## config.mk

```make
export PLATFORM = sky130hd
export DESIGN_NAME = ristretto_shift_ctrl
export DESIGN_NICKNAME = d
export VERILOG_FILES = /design/src/rtl/ristretto_exe_stage_pkg.sv /design/src/rtl/ristretto_shift_fastpath.sv /design/src/rtl/ristretto_shift_ctrl.sv
export SDC_FILE = /design/constraint.sdc
export NUM_CORES = 1
export LEC_CHECK = 0
export BUFFER_PORTS_ARGS = -buffer_cell sky130_fd_sc_hd__buf_2
export CORE_AREA = 4 4 104 106
export DETAILED_ROUTE_END_ITERATION = 7
export DIE_AREA = 0 0 108 110
export GPL_TIMING_DRIVEN = 1
export PLACE_DENSITY = 0.76
export SYNTH_ARGS = -nofsm -noshare
export SYNTH_HDL_FRONTEND = slang
export SYNTH_HIERARCHICAL = 1
export SYNTH_SLANG_ARGS = --single-unit
```

## constraint.sdc

```tcl
create_clock -name clk_i -period 2.2 [get_ports clk_i]
set_input_delay 0.33 -clock clk_i [delete_from_list [all_inputs] [get_ports clk_i]]
set_output_delay 0.33 -clock clk_i [all_outputs]
set_load 0.02 [all_outputs]
```

## src/rtl/ristretto_exe_stage_pkg.sv

```systemverilog
// Shared exe-stage definitions: shift modes, fast-path limit and the
// shift controller state encoding.
package ristretto_exe_stage_pkg;

  localparam logic [1:0] SHIFT_LEFT    = 2'b00;
  localparam logic [1:0] SHIFT_RIGHT   = 2'b01;
  localparam logic [1:0] SHIFT_ARIGHT  = 2'b10;
  localparam logic [1:0] SHIFT_ILLEGAL = 2'b11;

  localparam int SHAMT_W        = 5;
  localparam int SHAMT_FAST_MAX = 1;

  typedef enum logic [1:0] {
    SHCTL_IDLE = 2'd0,
    SHCTL_RUN  = 2'd1,
    SHCTL_CAPT = 2'd2,
    SHCTL_OUT  = 2'd3
  } shift_ctrl_state_t;

  // An op never needs the shift unit when it moves by at most one bit or
  // carries the illegal mode (which passes the operand through).
  function automatic logic is_fast_op(input logic [SHAMT_W-1:0] shamt,
                                      input logic [1:0]         mode);
    return (int'(shamt) <= SHAMT_FAST_MAX) || (mode == SHIFT_ILLEGAL);
  endfunction

endpackage

```

## src/rtl/ristretto_shift_fastpath.sv

```systemverilog
// Combinational 0/1-bit shifter shared by exe-stage consumers.
module ristretto_shift_fastpath
  import ristretto_exe_stage_pkg::*;
#(
  parameter int DataWidth = 32
) (
  input  logic [DataWidth-1:0] operand_a,
  input  logic [SHAMT_W-1:0]   shamt,
  input  logic [1:0]           mode,
  output logic                 fast,
  output logic [DataWidth-1:0] result
);

  // Shift by one when asked; shamt 0 and the illegal mode pass through.
  always_comb begin
    fast   = is_fast_op(shamt, mode);
    result = operand_a;
    if (shamt == SHAMT_W'(1)) begin
      case (mode)
        SHIFT_LEFT:   result = {operand_a[DataWidth-2:0], 1'b0};
        SHIFT_RIGHT:  result = {1'b0, operand_a[DataWidth-1:1]};
        SHIFT_ARIGHT: result = {operand_a[DataWidth-1], operand_a[DataWidth-1:1]};
        default:      result = operand_a;
      endcase
    end
  end

endmodule

```

## src/rtl/ristretto_shift_ctrl.sv

```systemverilog
// Execute-stage shift sequencer in front of ristretto_shift_unit.
//
//   state | meaning
//   ------+--------------------------------------------------------------
//   IDLE  | ready for a new op; fast ops go straight to OUT
//   RUN   | shift unit enabled, one bit per cycle, counter tracks shifts
//   CAPT  | enable dropped so the unit clears; result captured at the edge
//   OUT   | result/tag held until the consumer takes them
module ristretto_shift_ctrl
  import ristretto_exe_stage_pkg::*;
#(
  parameter int DataWidth = 32,
  parameter int TagWidth  = 5
) (
  input  logic                 clk_i,
  input  logic                 rst_i,
  input  logic                 flush_i,
  input  logic                 in_valid_i,
  output logic                 in_ready_o,
  input  logic [DataWidth-1:0] in_operand_a_i,
  input  logic [SHAMT_W-1:0]   in_shamt_i,
  input  logic [1:0]           in_mode_i,
  input  logic [TagWidth-1:0]  in_tag_i,
  output logic                 out_valid_o,
  input  logic                 out_ready_i,
  output logic [DataWidth-1:0] out_result_o,
  output logic [TagWidth-1:0]  out_tag_o,
  output logic [DataWidth-1:0] shu_operand_a_o,
  output logic [SHAMT_W-1:0]   shu_operand_b_o,
  output logic [1:0]           shu_mode_o,
  output logic                 shu_en_o,
  input  logic                 shu_busy_i,
  input  logic [DataWidth-1:0] shu_result_i
);

  shift_ctrl_state_t    state_q;
  logic [SHAMT_W-1:0]   cnt_q;
  logic [DataWidth-1:0] operand_a_q;
  logic [SHAMT_W-1:0]   shamt_q;
  logic [1:0]           mode_q;
  logic [TagWidth-1:0]  tag_q;
  logic [DataWidth-1:0] result_q;

  logic                 accept;
  logic                 fast_sel;
  logic [DataWidth-1:0] fast_result;

  ristretto_shift_fastpath #(
    .DataWidth (DataWidth)
  ) u_fastpath (
    .operand_a (in_operand_a_i),
    .shamt     (in_shamt_i),
    .mode      (in_mode_i),
    .fast      (fast_sel),
    .result    (fast_result)
  );

  assign in_ready_o      = (state_q == SHCTL_IDLE);
  assign accept          = in_valid_i & in_ready_o;
  assign out_valid_o     = (state_q == SHCTL_OUT);
  assign shu_en_o        = (state_q == SHCTL_RUN);
  assign out_result_o    = result_q;
  assign out_tag_o       = tag_q;
  assign shu_operand_a_o = operand_a_q;
  assign shu_operand_b_o = shamt_q;
  assign shu_mode_o      = mode_q;

  // State and shift counter; reset beats flush, flush beats everything else.
  always_ff @(posedge clk_i) begin
    if (rst_i) begin
      state_q <= SHCTL_IDLE;
      cnt_q   <= '0;
    end else if (flush_i) begin
      state_q <= SHCTL_IDLE;
      cnt_q   <= '0;
    end else begin
      case (state_q)
        SHCTL_IDLE: begin
          if (in_valid_i) begin
            cnt_q   <= '0;
            state_q <= fast_sel ? SHCTL_OUT : SHCTL_RUN;
          end
        end
        SHCTL_RUN: begin
          cnt_q <= cnt_q + SHAMT_W'(1);
          // Leaving on shamt-1 gives exactly shamt enabled cycles.
          if (cnt_q == shamt_q - SHAMT_W'(1)) begin
            state_q <= SHCTL_CAPT;
          end
        end
        SHCTL_CAPT: begin
          state_q <= SHCTL_OUT;
        end
        SHCTL_OUT: begin
          if (out_ready_i) begin
            state_q <= SHCTL_IDLE;
          end
        end
        default: begin
          state_q <= SHCTL_IDLE;
        end
      endcase
    end
  end

  // Op registers load on accept; the result loads from the fast path on
  // accept or from the shift unit in CAPT. A flush simply abandons them.
  always_ff @(posedge clk_i) begin
    if (rst_i) begin
      operand_a_q <= '0;
      shamt_q     <= '0;
      mode_q      <= '0;
      tag_q       <= '0;
      result_q    <= '0;
    end else if (!flush_i) begin
      if (accept) begin
        operand_a_q <= in_operand_a_i;
        shamt_q     <= in_shamt_i;
        mode_q      <= in_mode_i;
        tag_q       <= in_tag_i;
        if (fast_sel) begin
          result_q <= fast_result;
        end
      end else if (state_q == SHCTL_CAPT) begin
        result_q <= shu_result_i;
      end
    end
  end

  // The shift unit must report busy from the second enabled cycle onward.
  busy_in_run_a : assert property (@(posedge clk_i) disable iff (rst_i)
    (state_q == SHCTL_RUN && cnt_q != '0) |-> shu_busy_i);

endmodule
```

======== Word-level counts from Yosys, hierarchy flattened ========
Cells that the tools add are included.
word-level totals
  register bits after elaboration ......... 83
  latch bits .............................. 0
  memory bits (writable) .................. 0
  bits in read-only memories .............. 0
  input port bits ......................... 82
  output and inout bits ................... 79
  logic and storage cells ................. 46
  memories kept ........................... 0
operators by class
  $add $sub $neg .......................... 2
  multiply operators ...................... 0
  divide/modulo/power cells ............... 0
  magnitude comparators ................... 1
  equality and inequality tests ........... 12
  shifts and indexed selects .............. 0
  multiplexer cells ....................... 12
  bitwise logic cells ..................... 2
  reduce and logical (&&, ||, !) cells .... 10
operators by type and width
  kind                                                                   number
  32-bit 2-to-1 mux                                                      4
  32-bit one-hot mux with 3 select lines                                 1
  5-bit one-hot mux with 2 select lines                                  1
  2-bit equality test, second input constant                             4
  2-bit 2-to-1 mux                                                       4
  2-bit one-hot mux with 4 select lines                                  1
  2-bit by 1-bit != test with 1-bit output, second input constant        3
  3-bit AND reduction                                                    2
  5-bit by 1-bit adder with 5-bit output, second input constant          1
  5-bit by 1-bit equality test with 1-bit output, second input constant  1
  5-bit equality test                                                    1
  5-bit by 1-bit <= comparator with 1-bit output, second input constant  1
  5-bit 2-to-1 mux                                                       1
  5-bit by 1-bit subtractor with 5-bit output, second input constant     1
  2-bit by 1-bit equality test with 1-bit output, second input constant  2
  2-bit zero test                                                        2
  2-bit AND reduction                                                    2
  2-bit nonzero test                                                     2
  2-bit != test, second input constant                                   1
  2-bit OR reduction                                                     1
  1-bit bitwise AND                                                      1
  1-bit logical OR                                                       1
  1-bit NOT                                                              1

======== Depth between registers and ports, before layout ========
Gate-level depths: netlist (run 1).
  word-level depth ........................ 5
  mapped depth ............................ 9
  mapped depth without buffers ............ 7

======== Hierarchy ========
The synthesis (run 1) kept the hierarchy.
modules (own cells, without submodules)
  module                    instances  cells each  area each (um^2)  seq. area each (um^2)
  ristretto_shift_ctrl      1          439         3597.2            1661.6
  ristretto_shift_fastpath  1          164         1435.1            0.0

======== Worst setup path after synthesis (run 1) ========
No wires, ideal clock.
  kind .................................... input port to flip-flop
  start point ............................. input in_shamt_i[4]
  end point ............................... register result_q[10] (netlist: out_result_o[10])
  setup time .............................. 0.088 ns
  data arrival time ....................... 1.780 ns
  data required time ...................... 2.112 ns
  setup slack ............................. 0.332 ns
  cell stages on the path ................. 7
  path buffers ............................ 1
  cell sequence ........................... or4_4 -> nand2_1 -> nand3_1 -> a21oi_4 -> buf_4 -> nor2_1 -> a311oi_2
between the ends
  word-level cells in the longest chain between the ends .. 4
  elaborated cells between the ends (all ways) .. 8
  those cells by class .................... order compare: 1; eq/ne: 2; mux: 3; reduce/logical: 2
ends and longest elaborated chain
  item                                                line                           RTL
  start: declaration                                  ristretto_shift_ctrl.sv:21     input logic [SHAMT_W-1:0] in_shamt_i,
  5-bit by 1-bit <= comparator with 1-bit output      ristretto_exe_stage_pkg.sv:24  return (int'(shamt) <= SHAMT_FAST_MAX) || (mode == SHIFT_ILLEGAL);
  1-bit logical OR                                    ristretto_exe_stage_pkg.sv:24
  via fast_sel                                        ristretto_shift_ctrl.sv:45     logic fast_sel;
  2-bit by 1-bit != test with 1-bit output (no line)  -
  3-bit AND reduction (no line)                       -
  end signal: assignment                              ristretto_shift_ctrl.sv:122    result_q <= fast_result;
  end signal: assignment                              ristretto_shift_ctrl.sv:125    result_q <= shu_result_i;
  end: declaration                                    ristretto_shift_ctrl.sv:42     logic [DataWidth-1:0] result_q;
The timed path passes the listed nets, and every way through them passes these cells. The select of a mux whose other input is x is not followed.
A chain may end at the register's enable or synchronous reset.

======== Final worst setup path (run 1) ========
  start point ............................. register state_q[0]
  end point ............................... register result_q[11] (netlist: out_result_o[11])
between the ends
  word-level cells in the longest chain between the ends .. 4
  elaborated cells between the ends (all ways) .. 7
  those cells by class .................... eq/ne: 2; mux: 1; bitwise: 1; reduce/logical: 3
ends and longest elaborated chain
  item                                                                                             line                        RTL
  start: declaration                                                                               ristretto_shift_ctrl.sv:36  shift_ctrl_state_t state_q;
  start signal: assignment                                                                         ristretto_shift_ctrl.sv:81  state_q <= fast_sel ? SHCTL_OUT : SHCTL_RUN;
  2-bit zero test                                                                                  ristretto_shift_ctrl.sv:58  assign in_ready_o = (state_q == SHCTL_IDLE);
  1-bit bitwise AND                                                                                ristretto_shift_ctrl.sv:59  assign accept = in_valid_i & in_ready_o;
  2-bit by 1-bit != test with 1-bit output (no line) / 2-bit nonzero test (equally long branches)  -
  3-bit AND reduction (no line)                                                                    -
Parallel ways exist; a longest one is shown, timed or not.

==> flow_summary.json, run 1 <==
{
  "outcome": "complete, no violations",
  "tightest_slew_ns": 1.160,
  "r2r_slack_ns": 0.18,
  "period_needed_ns": 2.017,
  "finalWirelength_um": 14530,
  "finClkSkew_ns": 0.005084,
  "row_count": 36,
  "cts_resized": 0,
  "pwr-share-seq_pct": 43.8,
  "design.core.area_mm2": 0.009774,
  "grt_usage_pct": 23.22,
  "cp-end-kind": "register",
  "layout.nets": 814,
  "r2r-end": "out_result_o[11]$_SDFFE_PP0P_",
  "seq_area_frac_synth_pct": 33.02,
  "postCtsSetupBuffers": 0,
  "drc": 0,
  "yosys.area.top_type_share_pct": 33.02,
  "sw_frac_of_total_pct": 32.64,
  "rr_startpoint": "state_q[0]$_SDFFE_PP0P_",
  "via_per_inst": 5.819,
  "startpoint_type": "register",
  "grt_pass1_vias": 4422,
  "setup_ws_ns": 0.1832,
  "dp_hpwl_um": 10350,
  "fmax_mhz": 495.8,
  "min_to": "out_tag_o[3]$_SDFFE_PP0P_",
  "cts_sinks": 83,
  "antenna_found_initial": 0,
  "crit_type": "reg2reg",
  "synth_cell_type_count": 45,
  "worst_skew_pair.late_latency_ns": 0.35,
  "finalSetupViolCount": 0,
  "synth_edf_count": 0,
  "initial_core_util_pct": 51.48,
  "whs_path_depth": 3,
  "wl_per_cell_um": 16.81,
  "vdd_ir_drop_max_mv": 0.4297,
  "yosysWarningCount": 6,
  "rsz0062_at_grt": "false",
  "p_leak_nw": 2.874,
  "dp.cells": 848,
  "root_buffer": "clkbuf_8",
  "final-instance-count-excl-fill": 864,
  "hold_path_startpoint": "in_tag_i[3]",
  "cp_data_arrival_time_ns": 2.28,
  "portBuffers": 159,
  "drv_slew": 0,
  "io_pins": 161,
  "cts_inserted_buffers": 9,
  "ctsHoldBuffers": 0,
  "die_h_um": 110,
  "slew_headroom_pct": 22.30,
  "finalHoldViolations": 0,
  "place_worst_setup_slack_ns": -0.04037,
  "path_clk_slew_ns": 0.09,
  "grt_overflow": 0,
  "fp.dieW_um": 108,
  "drive_gt1_share_pct": 33.52,
  "reg2reg_depth": 8,
  "cts_tree": "yes",
  "total_power_mw": 3.734,
  "antenna_left": 0,
  "gp_congestion": 0.8838,
  "hp-class": "in2reg",
  "clockBufferDepth": 2,
  "required_ns": 2.47,
  "clkPwrFrac_pct": 30.1,
  "synth_seq_cells": 83,
  "drv_cap": 0,
  "period_share_pct": 91.67,
  "crit_fanout": 64,
  "synth_ff_type": "dfxtp_1",
  "p_int_mw": 2.515,
  "avgSynthCellArea_um2": 8.345,
  "synth_fp_nets": 691,
  "ys_async_sr_fraction_pct": 0,
  "combinationalPowerShare_pct": 26.1,
  "powerDensity_mw_per_mm2": 618.2,
  "grt_pass1_wl_um": 22140,
  "synth_area_leaders": "dfxtp_1, nand2_1, a41o_1",
  "drt_iter0_markers": 467,
  "num_vias": 5028,
  "synth_top_area_cell": "dfxtp_1",
  "area_delta_synth_final_pct": 20.04,
  "netlist_instances": 603,
  "h-tree-depth": 3,
  "p_sw_mw": 1.219,
  "antenna_cells": 0,
  "die_area_mm2": 0.01188,
  "firstDrtPassIters": 5,
  "whs_ns": 0.2040,
  "grt_max_degree": 68,
  "netlist_area_mm2": 0.005032
}
==> synthesized netlist by cell type, types with 3 or more instances <==
cell / instances
buf_6: 4
clkbuf_1: 35
inv_1: 5
buf_8: 3
ha_1: 6
nor3_1: 4
a221o_1: 30
a311oi_1: 14
nand3_1: 34
buf_4: 4
nor2_1: 40
o21ai_0: 4
nand2_1: 130
mux2_2: 25
a41o_1: 31
and3_1: 31
dfxtp_1: 83
xor2_1: 7
buf_2: 16
a311oi_2: 18
mux2_1: 4
a21oi_1: 47
==> kinds of logic (layout without fill, tap and decap cells) <==
kind of cell | count (synthesis) | in the layout | synth area share [%]
buffers and inverters | 67 | 195 | 6.962
XOR/XNOR | 9 | 9 | 1.566
flip-flops | 83 | 83 | 33.02
AO/OA/AOI/OAI | 154 | 154 | 27.28
adder cells (fa/ha/maj) | 6 | 6 | 1.492
AND/OR/NAND/NOR | 255 | 255 | 23.20
multiplexers | 29 | 29 | 6.489
==> worst max path at each step <==
stage | start | endpoint | slack, ns
4_1_cts | state_q[0]$_SDFFE_PP0P_ | out_tag_o[1]$_SDFFE_PP0P_ | 0.15
3_5_place_dp | in_shamt_i[0] | out_result_o[6]$_SDFFE_PP0P_ | -0.04
3_3_place_gp | in_shamt_i[0] | out_result_o[27]$_SDFFE_PP0P_ | 0.01
5_1_grt | shu_operand_b_o[0]$_SDFFE_PP0P_ | state_q[0]$_SDFFE_PP0P_ | 0.03
6_report | state_q[0]$_SDFFE_PP0P_ | out_result_o[11]$_SDFFE_PP0P_ | 0.18
2_1_floorplan | in_shamt_i[4] | out_result_o[10]$_SDFFE_PP0P_ | 0.33
==> per-stage QoR <==
stage                     TNS [ns]  cell area [µm²]  utilization, %
after floorplan                  0             5032               -
after global placement           0             5836           59.70
after detailed placement   -0.1024             5836           59.70
after CTS                        0             6038           61.78
after global routing             0             6041           61.80
final                            0             6041           61.80
==> routing by layer <==
metal	share of wire [%]	track usage (%)
met1	47	33.85
met2	44	34.77
met3	7.1	5.067
met5	0	0
met4	1.2	6.041
==> power by group through the flow <==
stage | sequential, mW | combinational [mW] | clock, mW
finish | 1.64 | 0.976 | 1.12
global route | 1.65 | 1.06 | 1.22
CTS | 1.64 | 0.972 | 1.15
detailed placement | 1.67 | 0.969 | 0
global placement | 1.67 | 0.938 | 0
floorplan | 1.77 | 0.549 | 0
==> registers in the layout, summed over array words and instances, names as in the netlist <==
name and flops:
out_result_o 32, shu_operand_a_o 32, cnt_q 5, out_tag_o 5, shu_operand_b_o 5, shu_mode_o 2, state_q 2
==> worst max-delay path: stages, from the launching register on <==
cell,delay (ns)
dfxtp_1,0.39
inv_1,0.09
ha_1,0.34
nand2_4,0.16
nand2_1,0.10
a21oi_4,0.19
buf_12,0.29
nor2_1,0.10
a311oi_2,0.26
==> cell usage in the layout (no fill, tap or decap), types with 2 or more instances in the layout <==
cell type    n
o221a_1      2
a311oi_1    14
nor2_1      39
ha_1         6
clkbuf_8    10
xor2_1       7
buf_2      159
mux2_1       4
a311oi_2    18
inv_1        5
a21oi_1     47
buf_12       4
clkinv_2     2
nand3_1     34
and3_1      31
nand2_1    130
o21ai_0      4
a41o_1      31
dfxtp_1     83
clkinv_4     2
xnor2_1      2
nand4_1      2
mux2_2      25
nor3_1       4
buf_4       11
a221o_1     30
nand2b_1     2
==> layout make-up <==
type                            count  area [µm²]
Fill cell                         905        3734
Multi-Input combinational cell    453        3033
Sequential cell                    83        1662
Timing Repair Buffer              174       958.4
Tap cell                          133       166.4
Clock buffer                       10       137.6
Clock inverter                      6       65.06
Inverter                            5       18.77
Power figures use the tool's default switching activity.
==> inputs of run 2 (changes only) <==
CORE_AREA = 4 4 109 111   (was 4 4 104 106)
DIE_AREA = 0 0 113 115   (was 0 0 108 110)
PLACE_DENSITY = 0.72   (was 0.76)
clock period = 1.8 ns   (was 2.2 ns; I/O delays follow)
==> run 2 against run 1 <==
Clock-buffer cell count up 1. Final cell count increased by 3.8%. Global-route usage about the same. Via count increased by 4.8%. Sequential power up 22%. Power up 35%. First-iteration DRC count rose by 7.7%. Sequential share of layout area is 1.8 points lower. Sequential cell count is the same. Critical path depth decreased by 1. Critical endpoint is now state_q[0]$_SDFFE_PP0P_.
==> flow_summary.json, run 2 (synthesized netlist as in run 1, its figures left out) <==
{
  "outcome": "complete, no violations",
  "antenna_left": 0,
  "sw_frac_of_total_pct": 31.63,
  "grt_pass1_vias": 4777,
  "design.core.area_mm2": 0.01079,
  "portBuffers": 159,
  "p_int_mw": 3.450,
  "setup_ws_ns": 0.05469,
  "critPathLaunch": "shu_operand_b_o[0]$_SDFFE_PP0P_",
  "drc": 0,
  "area_delta_synth_final_pct": 28.72,
  "io_pins": 161,
  "final.setup.tns_ns": 0,
  "drv_cap": 0,
  "max_stage_delay_ns": 0.34,
  "crit_family": "compound AO/OA/AOI/OAI gates",
  "final-instance-count-excl-fill": 897,
  "slew_headroom_pct": 54.19,
  "slowest_stage": "dfxtp_2",
  "crit_fanout": 3,
  "gp_congestion": 0.8183,
  "p_sw_mw": 1.596,
  "fp.dieW_um": 113,
  "cts_inserted_buffers": 9,
  "clockBufferDepth": 2,
  "p_leak_nw": 3.075,
  "drive_gt1_share_pct": 37.38,
  "fmax_mhz": 573.0,
  "grt_max_degree": 58,
  "wl_per_cell_um": 18.09,
  "drt_iter0_markers": 503,
  "finalSetupViolCount": 0,
  "grt_pass1_wl_um": 24650,
  "place_worst_setup_slack_ns": -0.4145,
  "die_area_mm2": 0.01300,
  "finalWirelength_um": 16230,
  "root_buffer": "clkbuf_8",
  "tightest_slew_ns": 0.6857,
  "die_h_um": 115,
  "rsz0062_at_grt": "true",
  "cts_sinks": 83,
  "layout.nets": 840,
  "dp.cells": 876,
  "hp-class": "in2reg",
  "fin_area_mm2": 0.006477,
  "num_vias": 5270,
  "fin_util_pct": 60.02,
  "worst_skew_pair.late_latency_ns": 0.36,
  "cp_data_arrival_time_ns": 2.00,
  "fillCellCount": 954,
  "period_share_pct": 96.96,
  "hold_path_startpoint": "in_tag_i[1]",
  "path_clk_slew_ns": 0.09,
  "grt_overflow": 0,
  "via_per_inst": 5.875,
  "antenna_cells": 0,
  "initial_core_util_pct": 46.63,
  "combinationalPowerShare_pct": 26.4,
  "drv_slew": 0,
  "path_cells": "inv_2 -> ha_4 -> o21ba_4 -> a221oi_4 -> o2111ai_2 -> and2_4 -> o221a_1",
  "dp_hpwl_um": 11310,
  "required_ns": 2.06,
  "cts_tree": "yes",
  "worst-path-buf-inv": 1,
  "total_power_mw": 5.046,
  "finClkSkew_ns": 0.008931,
  "antenna_found_initial": 0,
  "cp-end-kind": "register",
  "finalHoldViolations": 0,
  "powerDensity_mw_per_mm2": 779.0,
  "r2r_slack_ns": 0.05,
  "row_count": 38,
  "clkPwrFrac_pct": 34.0,
  "firstDrtPassIters": 5,
  "final_common_cell": "buf_2",
  "vdd_ir_drop_max_mv": 0.5062,
  "startpoint_type": "register",
  "period_needed_ns": 1.745,
  "pwr-share-seq_pct": 39.7,
  "h-tree-depth": 3,
  "grt_usage_pct": 23.22,
  "rr_startpoint": "shu_operand_b_o[0]$_SDFFE_PP0P_",
  "crit_type": "reg2reg",
  "layout_common_cells": "buf_2, nand2_1, dfxtp_1, a21oi_1, nor2_1",
  "whs_ns": 0.1362,
  "dpl_cell_area_mm2": 0.006055
}
-- run 2: cell types whose count changed in the layout (fill, tap and decap cells not counted), sizes merged --
cell      previous run  this run
bufinv               1         3
inv                  5         7
clkinvlp             1         0
clkinv               4         0
buf                174       198
clkbuf              10        13
-- run 2: power groups by stage --
stage	logic, mW	clock network, mW	registers [mW]
after detailed placement	1.25	0	2.04
final	1.33	1.71	2.00
after floorplan	0.672	0	2.16
after CTS	1.26	1.74	2.00
after global placement	1.22	0	2.04
after global routing	1.43	1.81	2.01
-- run 2: what timing repair did --
action,4_1_cts,5_1_grt
pin swaps,2,5
endpoints found under the hold margin,0,0
buffers inserted,0,2
gates cloned,0,3
setup endpoints to repair,12,24
hold buffers,0,0
resized for setup,5,14
-- run 2: worst paths after layout --
kind / to / depth (start not counted)
setup / recovery: state_q[0]$_SDFFE_PP0P_ / 7
hold / removal: out_tag_o[1]$_SDFFE_PP0P_ / 3
setup reg to reg: state_q[0]$_SDFFE_PP0P_ / 7
hold reg to reg: out_tag_o[3]$_SDFFE_PP0P_ / 2
-- run 2: per-layer routing --
layer  wire length [µm]  part of all wire (%)  global-route usage (%)
met5                  0                     0                       0
met4                232                   1.4                   5.369
met3               1295                   8.0                   4.684
met2               7254                    45                   34.56
met1               7447                    46                   34.56
-- run 2: final cells by class --
| cell class | count | area (µm²) | share of cell area, % |
|---|---|---|---|
| Timing Repair Buffer | 200 | 1246 | 19.24 |
| Multi-Input combinational cell | 453 | 3124 | 48.23 |
| Sequential cell | 83 | 1664 | 25.69 |
| Clock buffer | 11 | 141.4 | 2.183 |
| Tap cell | 140 | 175.2 | 2.704 |
| Inverter | 5 | 18.77 | 0.2897 |
| Clock inverter | 5 | 107.6 | 1.661 |
-- run 2: worst reg2reg max path, stage by stage, from the launching register on --
cell and delay [ns]:
dfxtp_2 0.34, inv_2 0.04, ha_4 0.17, o21ba_4 0.20
a221oi_4 0.31, o2111ai_2 0.20, and2_4 0.18, o221a_1 0.20
==> inputs of run 3 (changes only) <==
CORE_AREA = 4 4 104 106   (was 4 4 109 111)
DIE_AREA = 0 0 108 110   (was 0 0 113 115)
PLACE_DENSITY = 0.76   (was 0.72)
clock period = 2 ns   (was 1.8 ns; I/O delays follow)
==> run 3 against run 2 <==
Final area decreased by 3.7%. Maximum frequency is 6.9% lower. Critical path type unchanged. Non-clock buffer count fell by 9. Sequential share of layout area grew 0.99 points. Power down 19%. Hold slack better by 0.034 ns. Via count down 2.2%. First-iteration DRC count increased by 7.0%.
==> flow_summary.json, run 3 (synthesized netlist as in run 1, its figures left out) <==
{
  "drc": 0,
  "required_ns": 2.26,
  "crit_type": "reg2reg",
  "finalHoldViolations": 0,
  "outcome": "complete, no violations",
  "num_vias": 5154,
  "fin_util_pct": 63.81,
  "hp-class": "in2reg",
  "multi_input_area_mm2": 0.003038,
  "drv_slew": 0,
  "ctsHoldBuffers": 0,
  "final_common_cell": "buf_2",
  "cp-end-kind": "register",
  "grt_usage_pct": 24.64,
  "worst_skew_pair.late_latency_ns": 0.35,
  "via_per_inst": 5.844,
  "antenna_found_initial": 1,
  "path_cells": "inv_1 -> ha_1 -> nand2_4 -> nand2_1 -> a21oi_4 -> clkbuf_16 -> nor2_1 -> a311oi_1",
  "layout.nets": 831,
  "h-tree-depth": 3,
  "slowest_stage": "dfxtp_1",
  "cts_sinks": 83,
  "initial_core_util_pct": 51.48,
  "rsz0062_at_grt": "false",
  "gp_congestion": 0.9154,
  "design.core.area_mm2": 0.009774,
  "period_share_pct": 93.77,
  "powerDensity_mw_per_mm2": 655.6,
  "cts_inserted_buffers": 9,
  "clockBufferDepth": 2,
  "drive_gt1_share_pct": 35.29,
  "grt_pass1_wl_um": 23570,
  "row_count": 36,
  "area_delta_synth_final_pct": 23.94,
  "regArea_mm2": 0.001664,
  "crit_fanout": 28,
  "crit_family": "compound AO/OA/AOI/OAI gates",
  "worst-path-buf-inv": 2,
  "tightest_slew_ns": 0.6485,
  "fin_area_mm2": 0.006237,
  "die_h_um": 110,
  "dp.cells": 863,
  "total_power_mw": 4.089,
  "slew_headroom_pct": 56.67,
  "dp_hpwl_um": 10780,
  "finalWirelength_um": 15210,
  "finClkSkew_ns": 0.004871,
  "max_stage_delay_ns": 0.39,
  "postCtsSetupBuffers": 0,
  "fp.dieW_um": 108,
  "antenna_left": 0,
  "startpoint_type": "register",
  "portBuffers": 159,
  "finalSetupViolCount": 0,
  "cp_data_arrival_time_ns": 2.14,
  "final-instance-count-excl-fill": 882,
  "io_pins": 161,
  "grt_max_degree": 58,
  "root_buffer": "clkbuf_8",
  "path_clk_slew_ns": 0.09,
  "drt_iter0_markers": 538,
  "grt_overflow": 0,
  "drv_cap": 0,
  "cts_tree": "yes",
  "firstDrtPassIters": 5,
  "fmax_mhz": 533.2,
  "period_needed_ns": 1.875,
  "dpl_cell_area_mm2": 0.005986,
  "grt_pass1_vias": 4666,
  "fillCellCount": 884,
  "layout_common_cells": "buf_2, nand2_1, dfxtp_1, a21oi_1, nor2_1",
  "vdd_ir_drop_max_mv": 0.3694,
  "wl_per_cell_um": 17.25,
  "die_area_mm2": 0.01188,
  "p_leak_nw": 2.982
}
## run 3: cell count changes in the layout (fill, tap and decap cells not counted), moves of 2 or more
cell,before,now
inv_6,2,0
bufinv_16,3,0
ha_1,4,6
inv_1,3,5
ha_4,2,0
buf_4,29,23
clkinv_4,0,2
buf_6,2,0
inv_2,2,0
clkinvlp_4,0,2
## run 3: final cells by class
class	instances	share of cell area (%)
diodes	1	0.04012
clock buffers	11	2.427
clock inverters	5	0.6018
inverters	5	0.3009
multi-input cells	453	48.71
flip-flops and latches	83	26.68
well taps	133	2.668
repair buffers	191	18.58
## run 3: layer usage
layer  wire [µm]  up-vias  track usage [%]
li1            -     2515                -
met1        7096     2430            35.09
met2        6827      187            37.43
met3        1022       22            5.475
met4         265        0            7.214
met5           0        -                0
## run 3: metrics by stage
step                TNS (ns)  hold WS (ns)  setup slack [ns]
CTS                        0        0.1584           0.03755
global placement      -2.964        0.4391           -0.1372
global route               0        0.1564           0.02058
finish                     0        0.1699            0.1246
floorplan                  0        0.3793            0.1431
detailed placement    -5.036        0.4457           -0.2317
## run 3: what timing repair did
action / 4_1_cts / 5_1_grt
endpoints found under the hold margin: 0 / 0
setup endpoints to repair: 0 / 49
resized for setup: 0 / 4
## run 3: final timing paths
kind                                                        from                                to  slack (ns)  cells after the start
worst min-delay path                                 in_tag_i[3]         out_tag_o[3]$_SDFFE_PP0P_        0.17                      3
worst max-delay path                     state_q[1]$_SDFFE_PP0P_      out_result_o[1]$_SDFFE_PP0P_        0.12                      8
worst min register to register  shu_operand_a_o[20]$_SDFFE_PP0P_  shu_operand_a_o[20]$_SDFFE_PP0P_        0.46                      2
worst max register to register           state_q[1]$_SDFFE_PP0P_      out_result_o[1]$_SDFFE_PP0P_        0.12                      8
## run 3: worst min-delay path, cell delays in order
cell and delay [ns]:
buf_2 0.10, nand2_1 0.04, a21oi_1 0.05
## run 3: power breakdown
group / leakage, nW / switching, mW / internal [mW] / total, mW
clock: 0.0915 / 0.637 / 0.521 / 1.16
sequential: 0.677 / 0.0528 / 1.75 / 1.80
combinational: 2.21 / 0.682 / 0.448 / 1.13
total: 2.98 / 1.37 / 2.72 / 4.09
